--- src/rtl/wishbone_arbiter_if.sv ---
// ---------------------------------------------------------------------------
// wishbone_arbiter_if
// Bundles the N requesting-master buses and the single slave bus that the
// arbiter sits between.
//   m_cyc_i/m_stb_i/m_we_i   per-master request, strobe, write enable
//   m_adr_i/m_dat_i          packed per-master address / write data
//   m_dat_o                  read data broadcast to every master
//   m_ack_o/m_stall_o        per-master acknowledge / stall
//   m_err_o/m_gnt_o          per-master timeout pulse / one-hot grant
//   s_cyc_o..s_dat_o         slave-side request
//   s_dat_i/s_ack_i/s_stall_i slave-side response
// Modport "master" is the arbiter's view (it masters the slave bus).
// Modport "slave" is the complementary view of the surrounding system.
// ---------------------------------------------------------------------------
interface wishbone_arbiter_if #(
    parameter int NUM_MASTERS = 2,
    parameter int ADDR_W      = 8,
    parameter int DATA_W      = 8
);
    logic [NUM_MASTERS-1:0]        m_cyc_i;
    logic [NUM_MASTERS-1:0]        m_stb_i;
    logic [NUM_MASTERS-1:0]        m_we_i;
    logic [NUM_MASTERS*ADDR_W-1:0] m_adr_i;
    logic [NUM_MASTERS*DATA_W-1:0] m_dat_i;
    logic [DATA_W-1:0]             m_dat_o;
    logic [NUM_MASTERS-1:0]        m_ack_o;
    logic [NUM_MASTERS-1:0]        m_stall_o;
    logic [NUM_MASTERS-1:0]        m_err_o;
    logic [NUM_MASTERS-1:0]        m_gnt_o;
    logic                          s_cyc_o;
    logic                          s_stb_o;
    logic                          s_we_o;
    logic [ADDR_W-1:0]             s_adr_o;
    logic [DATA_W-1:0]             s_dat_o;
    logic [DATA_W-1:0]             s_dat_i;
    logic                          s_ack_i;
    logic                          s_stall_i;

    modport master (
        input  m_cyc_i, m_stb_i, m_we_i, m_adr_i, m_dat_i,
        output m_dat_o, m_ack_o, m_stall_o, m_err_o, m_gnt_o,
        output s_cyc_o, s_stb_o, s_we_o, s_adr_o, s_dat_o,
        input  s_dat_i, s_ack_i, s_stall_i
    );

    modport slave (
        output m_cyc_i, m_stb_i, m_we_i, m_adr_i, m_dat_i,
        input  m_dat_o, m_ack_o, m_stall_o, m_err_o, m_gnt_o,
        input  s_cyc_o, s_stb_o, s_we_o, s_adr_o, s_dat_o,
        output s_dat_i, s_ack_i, s_stall_i
    );
endinterface

--- src/rtl/wishbone_arbiter.sv ---
// ---------------------------------------------------------------------------
// wishbone_arbiter
// N-master to 1-slave pipelined Wishbone arbiter with round-robin grant,
// outstanding-beat limiting and a no-ack watchdog.
// Ports:
//   CLK_I  system clock (rising edge)
//   RST_I  asynchronous active-low reset
//   bus    wishbone_arbiter_if.master: all master- and slave-side signals
//
// state    | meaning
// ---------+-------------------------------------------------------------
// IDLE     | no grant; pick next requester round-robin after last_gnt
// BUSY     | granted master drives the slave bus; beats/acks tracked
// ERR_HOLD | watchdog fired; slave bus dropped until master releases cyc
// ---------------------------------------------------------------------------
module wishbone_arbiter #(
    parameter int NUM_MASTERS     = 2,
    parameter int ADDR_W          = 8,
    parameter int DATA_W          = 8,
    parameter int MAX_OUTSTANDING = 4,
    parameter int TIMEOUT         = 64
) (
    input  logic               CLK_I,
    input  logic               RST_I,
    wishbone_arbiter_if.master bus
);

    localparam int IDX_W = (NUM_MASTERS > 1) ? $clog2(NUM_MASTERS) : 1;
    localparam int CNT_W = $clog2(MAX_OUTSTANDING + 1);
    localparam int WD_W  = $clog2(TIMEOUT);

    localparam logic [CNT_W-1:0] MAX_OS   = CNT_W'(MAX_OUTSTANDING);
    localparam logic [WD_W-1:0]  WD_LAST  = WD_W'(TIMEOUT - 1);
    localparam logic [IDX_W-1:0] LAST_IDX = IDX_W'(NUM_MASTERS - 1);

    typedef enum logic [1:0] {
        ST_IDLE     = 2'd0,
        ST_BUSY     = 2'd1,
        ST_ERR_HOLD = 2'd2
    } state_t;

    state_t             r_state, w_state_nxt;
    logic [IDX_W-1:0]   r_gnt_idx, w_gnt_idx_nxt;
    logic [IDX_W-1:0]   r_last_gnt, w_last_gnt_nxt;
    logic [CNT_W-1:0]   r_outstanding, w_outstanding_nxt;
    logic [WD_W-1:0]    r_wdog, w_wdog_nxt;

    logic [IDX_W-1:0]       w_rr_sel;
    logic                   w_rr_found;
    logic                   w_g_cyc, w_g_stb, w_g_we;
    logic [ADDR_W-1:0]      w_g_adr;
    logic [DATA_W-1:0]      w_g_dat;
    logic [NUM_MASTERS-1:0] w_gnt_mask;
    logic                   w_limit, w_timeout, w_stb, w_accept;

    // Round-robin: first scan masters above last_gnt, then wrap to the rest.
    always_comb begin
        w_rr_sel   = r_last_gnt;
        w_rr_found = 1'b0;
        for (int k = 0; k < NUM_MASTERS; k++) begin
            if (!w_rr_found && (IDX_W'(k) > r_last_gnt) && bus.m_cyc_i[k]) begin
                w_rr_sel   = IDX_W'(k);
                w_rr_found = 1'b1;
            end
        end
        for (int k = 0; k < NUM_MASTERS; k++) begin
            if (!w_rr_found && (IDX_W'(k) <= r_last_gnt) && bus.m_cyc_i[k]) begin
                w_rr_sel   = IDX_W'(k);
                w_rr_found = 1'b1;
            end
        end
    end

    // Granted master's request signals.
    always_comb begin
        w_g_cyc = 1'b0;
        w_g_stb = 1'b0;
        w_g_we  = 1'b0;
        w_g_adr = '0;
        w_g_dat = '0;
        for (int k = 0; k < NUM_MASTERS; k++) begin
            if (IDX_W'(k) == r_gnt_idx) begin
                w_g_cyc = bus.m_cyc_i[k];
                w_g_stb = bus.m_stb_i[k];
                w_g_we  = bus.m_we_i[k];
                w_g_adr = bus.m_adr_i[k*ADDR_W +: ADDR_W];
                w_g_dat = bus.m_dat_i[k*DATA_W +: DATA_W];
            end
        end
    end

    assign w_gnt_mask = NUM_MASTERS'(1) << r_gnt_idx;
    assign w_limit    = (r_outstanding == MAX_OS);
    assign w_timeout  = (r_state == ST_BUSY) && (r_wdog == WD_LAST) &&
                        (r_outstanding != '0);

    always_comb begin
        w_state_nxt       = r_state;
        w_gnt_idx_nxt     = r_gnt_idx;
        w_last_gnt_nxt    = r_last_gnt;
        w_outstanding_nxt = r_outstanding;
        w_wdog_nxt        = r_wdog;
        w_stb             = 1'b0;
        w_accept          = 1'b0;

        bus.m_dat_o   = bus.s_dat_i;
        bus.m_ack_o   = '0;
        bus.m_err_o   = '0;
        bus.m_stall_o = '1;
        bus.m_gnt_o   = '0;
        bus.s_cyc_o   = 1'b0;
        bus.s_stb_o   = 1'b0;
        bus.s_we_o    = w_g_we;
        bus.s_adr_o   = w_g_adr;
        bus.s_dat_o   = w_g_dat;

        case (r_state)
            ST_IDLE: begin
                w_outstanding_nxt = '0;
                w_wdog_nxt        = '0;
                if (w_rr_found) begin
                    w_gnt_idx_nxt = w_rr_sel;
                    w_state_nxt   = ST_BUSY;
                end
            end

            ST_BUSY: begin
                bus.m_gnt_o = w_gnt_mask;
                if (w_timeout) begin
                    // Slave bus dropped this very cycle; acks are not forwarded.
                    bus.m_err_o       = w_gnt_mask;
                    w_state_nxt       = ST_ERR_HOLD;
                    w_outstanding_nxt = '0;
                    w_wdog_nxt        = '0;
                end else begin
                    w_stb         = w_g_cyc & w_g_stb & ~w_limit;
                    w_accept      = w_stb & ~bus.s_stall_i;
                    bus.s_cyc_o   = w_g_cyc;
                    bus.s_stb_o   = w_stb;
                    bus.m_stall_o = ~w_gnt_mask;
                    if (bus.s_stall_i || w_limit) begin
                        bus.m_stall_o = '1;
                    end
                    if (bus.s_ack_i) begin
                        bus.m_ack_o = w_gnt_mask;
                    end

                    if (!w_g_cyc) begin
                        w_state_nxt       = ST_IDLE;
                        w_last_gnt_nxt    = r_gnt_idx;
                        w_outstanding_nxt = '0;
                        w_wdog_nxt        = '0;
                    end else begin
                        // Ack with nothing outstanding is forwarded but not counted.
                        case ({w_accept, bus.s_ack_i})
                            2'b10:   w_outstanding_nxt = r_outstanding + CNT_W'(1);
                            2'b01:   if (r_outstanding != '0)
                                         w_outstanding_nxt = r_outstanding - CNT_W'(1);
                            default: w_outstanding_nxt = r_outstanding;
                        endcase
                        if (bus.s_ack_i || (r_outstanding == '0)) begin
                            w_wdog_nxt = '0;
                        end else begin
                            w_wdog_nxt = r_wdog + WD_W'(1);
                        end
                    end
                end
            end

            ST_ERR_HOLD: begin
                bus.m_gnt_o = w_gnt_mask;
                if (!w_g_cyc) begin
                    w_state_nxt    = ST_IDLE;
                    w_last_gnt_nxt = r_gnt_idx;
                end
            end

            default: begin
                w_state_nxt = ST_IDLE;
            end
        endcase
    end

    always_ff @(posedge CLK_I or negedge RST_I) begin
        if (!RST_I) begin
            r_state       <= ST_IDLE;
            r_gnt_idx     <= '0;
            r_last_gnt    <= LAST_IDX;
            r_outstanding <= '0;
            r_wdog        <= '0;
        end else begin
            r_state       <= w_state_nxt;
            r_gnt_idx     <= w_gnt_idx_nxt;
            r_last_gnt    <= w_last_gnt_nxt;
            r_outstanding <= w_outstanding_nxt;
            r_wdog        <= w_wdog_nxt;
        end
    end

endmodule

--- src/flat_wrapper.sv ---
// flat-port wrapper written by rule: the top's interface ports become plain ports
module wishbone_arbiter_flat 
#(
    parameter int NUM_MASTERS     = 2,
    parameter int ADDR_W          = 8,
    parameter int DATA_W          = 8,
    parameter int MAX_OUTSTANDING = 4,
    parameter int TIMEOUT         = 64
)
  (CLK_I, RST_I, bus_m_cyc_i, bus_m_stb_i, bus_m_we_i, bus_m_adr_i, bus_m_dat_i, bus_m_dat_o, bus_m_ack_o, bus_m_stall_o, bus_m_err_o, bus_m_gnt_o, bus_s_cyc_o, bus_s_stb_o, bus_s_we_o, bus_s_adr_o, bus_s_dat_o, bus_s_dat_i, bus_s_ack_i, bus_s_stall_i);
  wishbone_arbiter_if #(.NUM_MASTERS(NUM_MASTERS), .ADDR_W(ADDR_W), .DATA_W(DATA_W)) bus_i ();
  input  logic CLK_I;
  input  logic RST_I;
  input wire logic [$bits(bus_i.m_cyc_i)-1:0] bus_m_cyc_i;
  input wire logic [$bits(bus_i.m_stb_i)-1:0] bus_m_stb_i;
  input wire logic [$bits(bus_i.m_we_i)-1:0] bus_m_we_i;
  input wire logic [$bits(bus_i.m_adr_i)-1:0] bus_m_adr_i;
  input wire logic [$bits(bus_i.m_dat_i)-1:0] bus_m_dat_i;
  output wire logic [$bits(bus_i.m_dat_o)-1:0] bus_m_dat_o;
  output wire logic [$bits(bus_i.m_ack_o)-1:0] bus_m_ack_o;
  output wire logic [$bits(bus_i.m_stall_o)-1:0] bus_m_stall_o;
  output wire logic [$bits(bus_i.m_err_o)-1:0] bus_m_err_o;
  output wire logic [$bits(bus_i.m_gnt_o)-1:0] bus_m_gnt_o;
  output wire logic [$bits(bus_i.s_cyc_o)-1:0] bus_s_cyc_o;
  output wire logic [$bits(bus_i.s_stb_o)-1:0] bus_s_stb_o;
  output wire logic [$bits(bus_i.s_we_o)-1:0] bus_s_we_o;
  output wire logic [$bits(bus_i.s_adr_o)-1:0] bus_s_adr_o;
  output wire logic [$bits(bus_i.s_dat_o)-1:0] bus_s_dat_o;
  input wire logic [$bits(bus_i.s_dat_i)-1:0] bus_s_dat_i;
  input wire logic [$bits(bus_i.s_ack_i)-1:0] bus_s_ack_i;
  input wire logic [$bits(bus_i.s_stall_i)-1:0] bus_s_stall_i;
  assign bus_i.m_cyc_i = bus_m_cyc_i;
  assign bus_i.m_stb_i = bus_m_stb_i;
  assign bus_i.m_we_i = bus_m_we_i;
  assign bus_i.m_adr_i = bus_m_adr_i;
  assign bus_i.m_dat_i = bus_m_dat_i;
  assign bus_m_dat_o = bus_i.m_dat_o;
  assign bus_m_ack_o = bus_i.m_ack_o;
  assign bus_m_stall_o = bus_i.m_stall_o;
  assign bus_m_err_o = bus_i.m_err_o;
  assign bus_m_gnt_o = bus_i.m_gnt_o;
  assign bus_s_cyc_o = bus_i.s_cyc_o;
  assign bus_s_stb_o = bus_i.s_stb_o;
  assign bus_s_we_o = bus_i.s_we_o;
  assign bus_s_adr_o = bus_i.s_adr_o;
  assign bus_s_dat_o = bus_i.s_dat_o;
  assign bus_i.s_dat_i = bus_s_dat_i;
  assign bus_i.s_ack_i = bus_s_ack_i;
  assign bus_i.s_stall_i = bus_s_stall_i;
  wishbone_arbiter #(.NUM_MASTERS(NUM_MASTERS), .ADDR_W(ADDR_W), .DATA_W(DATA_W), .MAX_OUTSTANDING(MAX_OUTSTANDING), .TIMEOUT(TIMEOUT)) u_core (.CLK_I(CLK_I), .RST_I(RST_I), .bus(bus_i));
endmodule
--- config.mk ---
export PLATFORM = sky130hd
export DESIGN_NAME = wishbone_arbiter_flat
export DESIGN_NICKNAME = d
export VERILOG_FILES = /design/src/rtl/wishbone_arbiter_if.sv /design/src/rtl/wishbone_arbiter.sv /design/src/flat_wrapper.sv
export SDC_FILE = /design/constraint.sdc
export NUM_CORES = 1
export LEC_CHECK = 0
export CAP_MARGIN = 0
export CORE_MARGIN = 2
export CORE_UTILIZATION = 35
export DETAILED_ROUTE_END_ITERATION = 8
export PLACE_DENSITY = 0.78
export SLEW_MARGIN = 10
export SYNTH_ARGS = -nofsm -noshare
export SYNTH_HDL_FRONTEND = slang
export SYNTH_SLANG_ARGS = --single-unit
--- constraint.sdc ---
create_clock -name CLK_I -period 4.13 [get_ports CLK_I]
set_input_delay 0.413 -clock CLK_I [delete_from_list [all_inputs] [get_ports CLK_I]]
set_output_delay 0.413 -clock CLK_I [all_outputs]
set_load 0.02 [all_outputs]
==> results.sh, run 1 <==
export IMPL_grt_total_usage_pct=18.9
export IMPL_start_kind="register"
export IMPL_rows=21
export IMPL_design_core_area_um2=3340
export IMPL_finalWorstSetupSlack_ns=0.976
export IMPL_port_buffers=68
export IMPL_clkLatencyLatePin_ns=0.27
export IMPL_yosysWarnings=0
export IMPL_synth_seq_area_share_pct=26.7
export IMPL_post_drt_via_cell_ratio=5.35
export IMPL_cp_required_ns=3.72
export IMPL_tightestPinTransition_ns=1.05
export IMPL_drt_wl_total_mm=3.83
export IMPL_dieArea_um2=3990
export IMPL_synth_cell_types=39
export IMPL_drtPass1Iterations=4
export IMPL_ys_flop_type="dfrtp_1"
export IMPL_cts_made_buffers=3
export IMPL_clk_path_buf_depth=2
export IMPL_finalCriticalPeriod_ns=3.15
export IMPL_finClkSkew_ns=0.00544
export IMPL_timing_worst_setup_path_type="register to output port"
export IMPL_post_cts_buffers=0
export IMPL_p_leak_nw=0.746
export IMPL_cp_max_fo=28
export IMPL_ant_nets=0
export IMPL_syn_area_um2=1220
export IMPL_maxSlewViolCount=0
export IMPL_cap_violations=0
export IMPL_chipWidth_um=63.1
export IMPL_finish_utilization_pct=57.1
export IMPL_p_comb_share_pct=67.7
export IMPL_grt_pass1_vias=1272
export IMPL_grt_overflow=0
export IMPL_place_congestion=0.846
export IMPL_fmaxAchievable_ghz=0.317
export IMPL_synthCells=131
export IMPL_p_switching_mw=0.430
export IMPL_syn_area_per_cell_um2=9.34
export IMPL_power_density_nw_per_um2=507
export IMPL_cts_tree="yes"
export IMPL_finalCritPeriodShare_pct=76.4
export IMPL_floorplan_initialDensity_pct=36.7
export IMPL_sequentialPowerShare_pct=24.4
export IMPL_max_slew_margin_pct=29.9
export IMPL_arrival_ns=2.74
export IMPL_p_clk_share_pct=7.9
export IMPL_fin_tns_setup_ns=0
export IMPL_final_common_cell="clkdlybuf4s50_1"
export IMPL_hp_class="input pin to async pin"
export IMPL_p_int_mw=0.535
export IMPL_synth_edf_count=0
export IMPL_cts_resized_gates=0
export IMPL_rsz0062_at_grt="no"
export IMPL_endpoint_kind="output port"
export IMPL_hold_violations=0
export IMPL_drtIter0Drc=55
export IMPL_hpwl_mm=3.13
export IMPL_area_growth_pct=55.6
export IMPL_grt_first_pass_wirelength_mm=6.06
export IMPL_die_y_um=63.1
export IMPL_postSynth_asyncResetShare_pct=100
export IMPL_status="finished clean"
export IMPL_drive_gt1_share_pct=16.2
export IMPL_ys_seq_elements=13
export IMPL_vias=1267
export IMPL_antenna_cells=0
export IMPL_syn_num_nets=188
export IMPL_htreeDepth=1
export IMPL_num_io_pins=85
export IMPL_layout_common_cells="clkdlybuf4s50_1 (68), mux2_2 (18), nand2_1 (12), dfrtp_1 (12), a31oi_1 (7)"
export IMPL_wire_per_inst_um=16.1
export IMPL_path_clk_slew_ns=0.08
export IMPL_vdd_drop_max_mv=0.212
export IMPL_hold_buffers=0
export IMPL_setup_viol=0
export IMPL_grt_max_degree=29
export IMPL_pre_cts_ws_ns=1.23
export IMPL_clock_sinks=13
export IMPL_root_buffer="clkbuf_4"
export IMPL_switching_share_pct=44.5
export IMPL_antenna_found_initial=0
export IMPL_drc_errors=0
export IMPL_nets=249
-- path summary, 6_finish.rpt --
path,from,to,slack (ns),cells after the start
max in group asynchronous,RST_I,u_core.r_state[1],3.24,1
min,RST_I,u_core.r_wdog[3],0.51,1
min reg2reg,u_core.r_wdog[5],u_core.r_wdog[5],0.52,1
max reg2reg,u_core.r_gnt_idx,u_core.r_outstanding[2],1.23,9
max,u_core.r_gnt_idx,bus_s_stb_o,0.98,3
min in group CLK_I,u_core.r_wdog[5],u_core.r_wdog[5],0.52,1
-- worst max-delay path: stages (launching register included) --
cell and delay (ns):
dfrtp_1 1.04, mux2i_4 0.22, a2111oi_0 0.51, clkdlybuf4s50_1 0.70
-- metal layers --
metal  GRT usage [%]  vias to the layer above  wire, um
li1                -                      602         -
met2            34.2                       61      1830
met1            21.2                      598      1620
met4            7.22                        0        59
met3            4.64                        6       312
met5               0                        -         0
-- sequential cells by signal, indices dropped and copies added (netlist names) --
name / cells
u_core.r_gnt_idx: 1
u_core.r_state: 2
u_core.r_last_gnt: 1
u_core.r_outstanding: 3
u_core.r_wdog: 6
-- cells in the mapped netlist, types with 2 or more instances --
cell,number,area [um^2]
o31ai_1,3,22.5
nor3_1,3,15.0
nor2b_1,3,18.8
inv_1,4,15.0
mux2_2,18,203
nand2_1,12,45.0
ha_1,6,75.1
a32o_1,2,20.0
clkbuf_1,2,7.51
nand3_1,6,30.0
a31oi_1,7,43.8
nor3b_1,2,15.0
or2_2,2,12.5
dfrtp_1,12,300
and2_1,3,18.8
and3_1,2,12.5
a21oi_1,5,25.0
nand2b_1,2,12.5
o21ai_0,6,30.0
nor2_1,5,18.8
buf_4,8,60.1
-- cell families after synthesis --
logic type / count (synthesis) / share of synthesized area [%]
xor gates and xnor gates: 1 / 0.716
buffers and inverters: 16 / 8.08
muxes: 20 / 19.2
AOI/OAI and AO/OA: 30 / 18.3
DFF: 13 / 26.7
adders and majority gates: 7 / 7.77
and+or+nand+nor: 44 / 19.2
-- power groups by stage --
| stage | Combinational [mW] | Sequential (mW) | Clock [mW] |
|---|---|---|---|
| 2_1_floorplan | 0.461 | 0.185 | 0 |
| 3_3_place_gp | 0.638 | 0.232 | 0 |
| 3_5_place_dp | 0.649 | 0.237 | 0 |
| 4_1_cts | 0.652 | 0.234 | 0.0791 |
| 5_1_grt | 0.693 | 0.245 | 0.0851 |
| 6_report | 0.654 | 0.236 | 0.0761 |
-- stage by stage --
stage / hold slack [ns] / std cells / total power, mW / instance area (um^2)
6_report: 0.509 / 237 / 0.965 / 1900
3_5_place_dp: 0.498 / 233 / 0.886 / 1880
5_1_grt: 0.544 / 237 / 1.02 / 1900
3_3_place_gp: 0.487 / 233 / 0.869 / 1880
4_1_cts: 0.514 / 237 / 0.965 / 1900
2_1_floorplan: 0.117 / 131 / 0.646 / 1220
-- final cells by class --
cell class | instances | area, um^2
tap | 46 | 57.6
sequential | 13 | 327
timing repair buffer | 68 | 681
multi-input combinational | 102 | 798
inverter | 4 | 15.0
clock buffer | 4 | 26.3
fill | 306 | 1430
(Power assumes the default switching activity.)
==> run 2: changes to the inputs <==
- clock period: 4.13 -> 3 ns (I/O delays scaled with it)
==> run 2 against run 1 <==
Total power rose by 39%; via count shrank 0.63%; clock power grew 42%; critical endpoint unchanged; sequential power is 20% higher; count of clock-buffer cells in the layout unchanged.
==> results.sh, run 2 (synthesis results as in run 1) <==
export IMPL_status="finished clean"
export IMPL_power_density_nw_per_um2=703
export IMPL_vdd_drop_max_mv=0.290
export IMPL_ant_nets=0
export IMPL_p_leak_nw=0.750
export IMPL_reg2reg_depth=9
export IMPL_start_kind="register"
export IMPL_largest_register_ffs=6
export IMPL_drc_errors=0
export IMPL_rsz0062_at_grt="no"
export IMPL_finalCriticalPeriod_ns=2.78
export IMPL_clk_path_buf_depth=2
export IMPL_layout_common_cells="clkdlybuf4s50_1 (68), mux2_2 (18), nand2_1 (12), dfrtp_1 (12), a31oi_1 (7)"
export IMPL_die_y_um=63.1
export IMPL_port_buffers=68
export IMPL_antenna_cells=0
export IMPL_hpwl_mm=3.13
export IMPL_cp_max_fo=6
export IMPL_drt_wl_total_mm=3.88
export IMPL_fmaxAchievable_ghz=0.360
export IMPL_drtIter0Drc=44
export IMPL_cpMaxStageDelayCell="clkdlybuf4s50_1"
export IMPL_tightestPinTransition_ns=0.588
export IMPL_finalCritPeriodShare_pct=92.5
export IMPL_cap_violations=0
export IMPL_grt_total_usage_pct=19.5
export IMPL_setup_viol=0
export IMPL_reg2reg_to="u_core.r_outstanding[2]"
export IMPL_place_congestion=0.849
export IMPL_crit_family="buffers and inverters"
export IMPL_nets=250
export IMPL_clock_sinks=13
export IMPL_design_core_area_um2=3340
export IMPL_grt_pass1_vias=1297
export IMPL_rows=21
export IMPL_rrSetupSlack_ns=0.52
export IMPL_cp_required_ns=2.70
export IMPL_cts_resized_gates=0
export IMPL_clkLatencyLatePin_ns=0.27
export IMPL_dieArea_um2=3990
export IMPL_arrival_ns=2.48
export IMPL_antenna_found_initial=0
export IMPL_endpoint_kind="output port"
export IMPL_cts_made_buffers=3
export IMPL_finClkSkew_ns=0.00479
export IMPL_maxSlewViolCount=0
export IMPL_area_growth_pct=56.2
export IMPL_fin_cells=238
export IMPL_hp_class="input pin to async pin"
export IMPL_drtPass1Iterations=4
export IMPL_hold_buffers=0
export IMPL_r2r_start="u_core.r_gnt_idx"
export IMPL_fin_tns_setup_ns=0
export IMPL_timing_worst_setup_path_type="register to output port"
export IMPL_slowest_delay_ns=0.71
export IMPL_placed_area_um2=1890
export IMPL_max_slew_margin_pct=60.7
export IMPL_grt_overflow=0
export IMPL_wire_per_inst_um=16.3
export IMPL_vias=1259
export IMPL_htreeDepth=1
export IMPL_num_io_pins=85
export IMPL_grt_max_degree=22
export IMPL_worst_path_buf_inv=1
export IMPL_dp_cells=234
export IMPL_finalWorstSetupSlack_ns=0.224
export IMPL_post_drt_via_cell_ratio=5.29
export IMPL_root_buffer="clkbuf_4"
export IMPL_cts_tree="yes"
export IMPL_top_register="u_core.r_wdog"
export IMPL_post_cts_buffers=0
export IMPL_grt_first_pass_wirelength_mm=6.27
export IMPL_largestRegisters="u_core.r_wdog (6), u_core.r_outstanding (3), u_core.r_state (2)"
export IMPL_worstPathCellList="nor3_1, o31ai_1, a2111oi_0, clkdlybuf4s50_1"
export IMPL_hold_violations=0
export IMPL_final_common_cell="clkdlybuf4s50_1"
export IMPL_chipWidth_um=63.1
export IMPL_drive_gt1_share_pct=16.7
export IMPL_stdcell_area_um2=1910
export IMPL_floorplan_initialDensity_pct=36.7
export IMPL_pre_cts_ws_ns=0.289
export IMPL_path_clk_slew_ns=0.08
export IMPL_fillCellCount=302
run 2: power by group:
group / internal [mW] / total [mW] / switching [mW] / leakage (nW)
registers: 0.217 / 0.284 / 0.0664 / 0.172
clock network: 0.0514 / 0.108 / 0.0562 / 0.0150
logic: 0.475 / 0.952 / 0.478 / 0.564
run 2: worst max-delay path by stage:
stage                                   end                    start  slack, ns  depth (start not counted)
detailed placement  u_core.r_outstanding[2]           bus_m_cyc_i[0]       0.29                         10
finish                          bus_s_stb_o  u_core.r_outstanding[0]       0.22                          4
CTS                             bus_s_stb_o  u_core.r_outstanding[0]       0.19                          4
floorplan                       bus_s_stb_o         u_core.r_wdog[0]       0.75                          4
global route                    bus_s_stb_o  u_core.r_outstanding[0]       0.04                          4
global placement                bus_s_stb_o           bus_m_cyc_i[0]       0.44                          4
run 2: worst register-to-register path, stage by stage (launching register included):
cell and delay (ns):
dfrtp_1 0.52, mux2i_4 0.29, nor2_1 0.14, nand2_1 0.06, ha_1 0.24, fa_1 0.39, nor2b_1 0.15, or2_2 0.29
a31oi_1 0.21, a31oi_1 0.07
run 2: layout make-up:
| cell class | instances | area (um^2) | area share [%] |
|---|---|---|---|
| Multi-Input combinational cell | 102 | 798 | 41.8 |
| Clock buffer | 4 | 26.3 | 1.37 |
| Sequential cell | 13 | 327 | 17.1 |
| Inverter | 4 | 15.0 | 0.785 |
| Timing Repair Buffer | 69 | 688 | 36.0 |
| Tap cell | 46 | 57.6 | 3.01 |
run 2: per-stage QoR:
step	util (%)	hold WS, ns	power, mW
2_1_floorplan	-	0.00441	0.889
3_3_place_gp	56.5	0.501	1.21
3_5_place_dp	56.5	0.529	1.23
4_1_cts	57.3	0.416	1.35
5_1_grt	57.3	0.441	1.42
6_report	57.3	0.395	1.34
run 2: metal layers:
metal,part of all wire [%],up-vias,GRT usage (%),wire length [um]
met5,0,-,0,0
met2,49,58,34.3,1900
met3,8.0,2,4.46,310
met1,43,597,23.7,1660
met4,0.34,0,5.00,13
li1,-,602,-,-
